===== config.mk =====
export PLATFORM = sky130hd
export DESIGN_NAME = load_store_unit
export DESIGN_NICKNAME = d
export VERILOG_FILES = /design/src/rtl/load_store_unit.sv
export SDC_FILE = /design/constraint.sdc
export NUM_CORES = 1
export LEC_CHECK = 0
export CELL_PAD_IN_SITES_DETAIL_PLACEMENT = 1
export CELL_PAD_IN_SITES_GLOBAL_PLACEMENT = 2
export CORE_UTILIZATION = 27
export DETAILED_ROUTE_END_ITERATION = 10
export GPL_ROUTABILITY_DRIVEN = 0
export GPL_TIMING_DRIVEN = 0
export PLACE_DENSITY_LB_ADDON = 0.2
export SLEW_MARGIN = 20
export SYNTH_ARGS = -nofsm -noshare
export SYNTH_HDL_FRONTEND = slang
export SYNTH_SLANG_ARGS = --single-unit

===== constraint.sdc =====
create_clock -name clk -period 3.8 [get_ports clk]
set_input_delay 0.76 -clock clk [delete_from_list [all_inputs] [get_ports clk]]
set_output_delay 0.76 -clock clk [all_outputs]
set_load 0.005 [all_outputs]

===== src/rtl/load_store_unit.sv =====
`timescale 1ns/1ps
// Load/store unit: takes EX results and either passes them straight to writeback
// or performs one aligned bus access, with a bounded wait on mem_ready.
module load_store_unit #(
    parameter int MEM_TIMEOUT = 16
) (
    input  logic        clk,
    input  logic        rst,
    input  logic        in_valid,
    output logic        in_ready,
    input  logic        flush,
    input  logic [31:0] alu_result,
    input  logic [31:0] store_data,
    input  logic        is_load,
    input  logic        is_store,
    input  logic [2:0]  funct3,
    input  logic [4:0]  rd,
    input  logic        reg_write,
    output logic        mem_req,
    output logic        mem_we,
    output logic [31:0] mem_addr,
    output logic [31:0] mem_wdata,
    output logic [3:0]  mem_wstrb,
    input  logic        mem_ready,
    input  logic [31:0] mem_rdata,
    output logic        wb_valid,
    output logic        wb_we,
    output logic [4:0]  wb_rd,
    output logic [31:0] wb_data,
    output logic [1:0]  exc
);

    typedef enum logic {IDLE, ACCESS} state_t;

    localparam int CW = (MEM_TIMEOUT < 2) ? 1 : $clog2(MEM_TIMEOUT);

    state_t      state, state_next;
    logic [CW-1:0] tcnt;
    logic [2:0]  f3_q;
    logic [1:0]  off_q;
    logic        ld_q;
    logic [4:0]  rd_q;
    logic        rw_q;

    logic        accept;
    logic        is_mem;
    logic        illegal;
    logic        misaligned;
    logic [1:0]  exc_in;
    logic        timeout_hit;
    logic [3:0]  st_strb;
    logic [31:0] st_wdata;
    logic [31:0] rd_shift;
    logic [31:0] load_val;

    assign in_ready    = (state == IDLE);
    assign accept      = in_valid & ~flush & (state == IDLE);
    assign is_mem      = is_load | is_store;
    assign timeout_hit = (tcnt == CW'(MEM_TIMEOUT - 1));
    assign rd_shift    = mem_rdata >> {off_q, 3'b000};

    always_comb begin
        illegal    = 1'b0;
        misaligned = 1'b0;
        exc_in     = 2'b00;
        st_strb    = 4'b0000;
        st_wdata   = 32'h0;
        if (is_load)
            illegal = !(funct3 inside {3'b000, 3'b001, 3'b010, 3'b100, 3'b101});
        else if (is_store)
            illegal = !(funct3 inside {3'b000, 3'b001, 3'b010});
        // funct3[1:0] encodes access width for every legal code
        if (funct3[1:0] == 2'b01)
            misaligned = alu_result[0];
        else if (funct3[1:0] == 2'b10)
            misaligned = (alu_result[1:0] != 2'b00);
        if (illegal)
            exc_in = 2'b11;
        else if (misaligned)
            exc_in = 2'b01;
        case (funct3[1:0])
            2'b00: begin
                st_strb  = 4'b0001 << alu_result[1:0];
                st_wdata = {4{store_data[7:0]}};
            end
            2'b01: begin
                st_strb  = alu_result[1] ? 4'b1100 : 4'b0011;
                st_wdata = {2{store_data[15:0]}};
            end
            default: begin
                st_strb  = 4'b1111;
                st_wdata = store_data;
            end
        endcase
    end

    always_comb begin
        case (f3_q)
            3'b000:  load_val = {{24{rd_shift[7]}}, rd_shift[7:0]};
            3'b001:  load_val = {{16{rd_shift[15]}}, rd_shift[15:0]};
            3'b100:  load_val = {24'h0, rd_shift[7:0]};
            3'b101:  load_val = {16'h0, rd_shift[15:0]};
            default: load_val = mem_rdata;
        endcase
    end

    always_ff @(posedge clk) begin
        if (rst)
            state <= IDLE;
        else
            state <= state_next;
    end

    always_comb begin
        state_next = state;
        case (state)
            IDLE:   if (accept && is_mem && exc_in == 2'b00) state_next = ACCESS;
            ACCESS: if (mem_ready || timeout_hit) state_next = IDLE;
            default: state_next = IDLE;
        endcase
    end

    always_ff @(posedge clk) begin
        if (rst) begin
            tcnt      <= '0;
            f3_q      <= 3'b000;
            off_q     <= 2'b00;
            ld_q      <= 1'b0;
            rd_q      <= 5'd0;
            rw_q      <= 1'b0;
            mem_req   <= 1'b0;
            mem_we    <= 1'b0;
            mem_addr  <= 32'h0;
            mem_wdata <= 32'h0;
            mem_wstrb <= 4'b0000;
            wb_valid  <= 1'b0;
            wb_we     <= 1'b0;
            wb_rd     <= 5'd0;
            wb_data   <= 32'h0;
            exc       <= 2'b00;
        end else begin
            wb_valid <= 1'b0;
            if (state == IDLE) begin
                if (accept) begin
                    wb_rd <= rd;
                    if (!is_mem) begin
                        wb_valid <= 1'b1;
                        wb_data  <= alu_result;
                        wb_we    <= reg_write & (rd != 5'd0);
                        exc      <= 2'b00;
                    end else if (exc_in != 2'b00) begin
                        wb_valid <= 1'b1;
                        wb_data  <= alu_result;
                        wb_we    <= 1'b0;
                        exc      <= exc_in;
                    end else begin
                        mem_req   <= 1'b1;
                        mem_we    <= ~is_load;
                        mem_addr  <= {alu_result[31:2], 2'b00};
                        mem_wdata <= is_load ? 32'h0 : st_wdata;
                        mem_wstrb <= is_load ? 4'b0000 : st_strb;
                        f3_q      <= funct3;
                        off_q     <= alu_result[1:0];
                        ld_q      <= is_load;
                        rd_q      <= rd;
                        rw_q      <= reg_write;
                        tcnt      <= '0;
                    end
                end
            end else begin
                // Flush is deliberately ignored here: the bus access must finish
                if (mem_ready || timeout_hit) begin
                    mem_req   <= 1'b0;
                    mem_we    <= 1'b0;
                    mem_wstrb <= 4'b0000;
                    wb_valid  <= 1'b1;
                    wb_rd     <= rd_q;
                    tcnt      <= '0;
                    if (mem_ready) begin
                        wb_we   <= ld_q & rw_q & (rd_q != 5'd0);
                        wb_data <= ld_q ? load_val : 32'h0;
                        exc     <= 2'b00;
                    end else begin
                        wb_we   <= 1'b0;
                        wb_data <= 32'h0;
                        exc     <= 2'b10;
                    end
                end else begin
                    tcnt <= tcnt + 1'b1;
                end
            end
        end
    end

endmodule


==> results.yml <==
setup_path:
  worstSetupEndpointType: "output port"
  path_cells: "buf_4 > clkinv_1 > clkbuf_1 > clkdlybuf4s50_1"
  worstReg2RegStart: "tcnt[0]"
  rrSetupSlack_ns: 1.67
  crit_path_start_kind: "flip-flop"
  crit_path_top_delay_cell: "clkdlybuf4s50_1"
  cpPeakStageDelay_ns: 0.61
  cp.required_ns: 3.04
  crit_end: "in_ready"
  crit_path_start: "state"
  r2r_cells: 7
  criticalPathCategory: "reg -> out"
  crit_fanout: 10
  reg2reg_to: "wb_data[26]"
  critPathArrivalTime_ns: 2.07
power_and_ir_drop:
  total_leakage_power_nw: 3.09
  p_per_area_nw_per_um2: 407
  p_seq_frac: 0.390
  p_sw_uw: 964
  p_int_mw: 2.68
  peakVddDrop_v: 0.000280
  p_clk_frac: 0.445
  pwr-share-comb: 0.165
  netSwitchingFraction: 0.265
  p_total_mw: 3.64
global_routing:
  grt_pass1_vias: 6338
  grt_start_max_net_pins: 17
  track_usage: 0.214
  grt-ovfl-total: 0
  grt_antenna_before_repair: 0
  grt_pass1_wl_um: 36100
floorplanning:
  rows: 53
  core-area_um2: 21200
  dieArea_um2: 22300
  pin_count: 224
  die-height_um: 149
  initial_utilization: 0.276
  die_x_um: 149
cts:
  numClockSinks: 126
  cts_root_buffer: "clkbuf_16"
  clk_latency_ns: 0.42
  post-cts-setup-buffers: 0
  cts_resized: 0
  cts_buffers: 17
  cts_hold_buffers: 0
  ctsLongestPathBuffers: 2
  cts_tree: "built"
  htreeDepth: 4
  clk_pin_slew_ns: 0.06
yosys:
  synth_top_cell_by_area: "dfxtp_1"
  yosys_register_bits: 126
  async_flop_share: 0
  yosysTopAreaCellShare: 0.431
  synth.distinct_cells: 61
  ys_seq_area_frac: 0.431
  syn_inst: 632
  synth_warnings: 0
  syn_area_um2: 5850
  synth_area_leaders: "dfxtp_1 (43%), mux2i_1 (7.2%), nand2_1 (6.6%)"
  synth_edf_count: 0
  synth_top_flop_cell: "dfxtp_1"
  synth_area_per_cell_um2: 9.25
layout:
  antenna_cells: 0
  seq_area_um2: 2520
  nets: 981
  nFillCells: 2393
  area_growth_syn_to_layout_pct: 52.9
  drive_above_1_share: 0.110
  multi_input_area_um2: 3030
  final_common_cell: "clkdlybuf4s50_1"
  layout_common_cells: "clkdlybuf4s50_1 (216), dfxtp_1 (126), nand2_1 (103)"
route:
  wl_per_cell_um: 20.3
  wl_um: 23500
  drcViolationCount: 0
  route.vias.total: 5839
  drtPass1Iterations: 5
  via_per_inst: 5.05
  drtAntennaViolNets: 0
  drtIter0Drc: 242
place:
  dp_hpwl_um: 18300
  io_buffers: 216
  dp_slack_ns: 0.712
timing:
  fin_crit_ns: 2.83
  fin_crit_sh: 0.745
  tns_ns: 0
  slew_headroom: 0.467
  rsz0062_at_grt: "no"
  tightest_slew_ns: 0.800
  fin_ws_ns: 0.968
  fmax_mhz: 353
  finalMaxSlewViolations: 0
  whs_ns: 0.455
  skew_ns: 0.00725
  setup_viol: 0
  hold_violations: 0
hold_path:
  worstHoldPathType: "reg -> reg"
run:
  maxCapViolCount: 0
status:
  status: "finished, final reports clean"
[worst max-delay path, delay by kind of cell, from the launching register on]
family	cells	cell delay, ns
buffers and inverters	4	1.35
DFF	1	0.30
[worst min-delay path by stage]
| stage | startpoint | endpoint | slack, ns | depth (start not counted) |
|---|---|---|---|---|
| 6_report | ld_q | ld_q | 0.46 | 2 |
| 2_1_floorplan | ld_q | ld_q | 0.43 | 2 |
| 4_1_cts | ld_q | ld_q | 0.46 | 2 |
| 5_1_grt | ld_q | ld_q | 0.48 | 2 |
| 3_5_place_dp | ld_q | ld_q | 0.45 | 2 |
| 3_3_place_gp | mem_wdata[1] | mem_wdata[1] | 0.44 | 2 |
[power groups by stage]
stage	combinational [mW]	clock [mW]	sequential (mW)
6_report	0.601	1.62	1.42
5_1_grt	0.651	1.72	1.43
4_1_cts	0.609	1.66	1.42
3_5_place_dp	0.607	0	1.45
3_3_place_gp	0.597	0	1.45
2_1_floorplan	0.264	0	1.45
[cell usage after synthesis (all sizes together) (2+ instances only)]
master   instances
dfxtp          126
nand2          103
nor2            66
o2bb2ai         49
a21oi           44
mux2i           42
buf             31
a311oi          26
clkbuf          26
a211oi          15
o211ai          10
nand3b           8
a222oi           7
o221ai           7
nand2b           6
nand3            6
o21ai            6
a22o             4
nor2b            4
or3              4
a31oi            3
inv              3
nor3b            3
or4              3
xor2             3
a31o             2
and2             2
and3             2
nand4            2
nor3             2
o21a             2
or2              2
[layout make-up]
cell class	count	area share
repair buffers	216	0.242
clock inverters	13	0.0158
plain buffers	57	0.0323
multi-input cells	446	0.338
well taps	275	0.0385
flip-flops and latches	126	0.282
clock buffers	19	0.0495
inverters	4	0.00168
[cells by family after synthesis]
family	count (synthesis)	share of synthesized area
AND/OR/NAND/NOR	215	0.165
AO/OA/AOI/OAI	180	0.264
flip-flops	126	0.431
buffers and inverters	61	0.0520
multiplexers	44	0.0777
XOR/XNOR	4	0.00728
adder cells (fa/ha/maj)	1	0.00214
other	1	0.000641
[per-stage QoR]
step	utilization	instances	instance area, µm²
2_1_floorplan	-	633	5850
3_3_place_gp	0.395	1124	8360
3_5_place_dp	0.395	1124	8360
4_1_cts	0.423	1156	8940
5_1_grt	0.423	1156	8940
6_report	0.423	1156	8940
[flip-flops by register name, indices dropped and copies added, names as in the netlist]
register   cells
exc            2
f3_q           3
ld_q           1
mem_addr      30
mem_req        1
mem_wdata     32
mem_we         1
mem_wstrb      4
off_q          2
rd_q           5
rw_q           1
state          1
tcnt           4
wb_data       32
wb_rd          5
wb_valid       1
wb_we          1
[metal layers]
metal  track usage  part of all wire
met1         0.261              0.44
met2         0.367              0.48
met3        0.0560             0.063
met4        0.0663             0.022
met5             0                 0
Power figures use the tool's default switching activity.
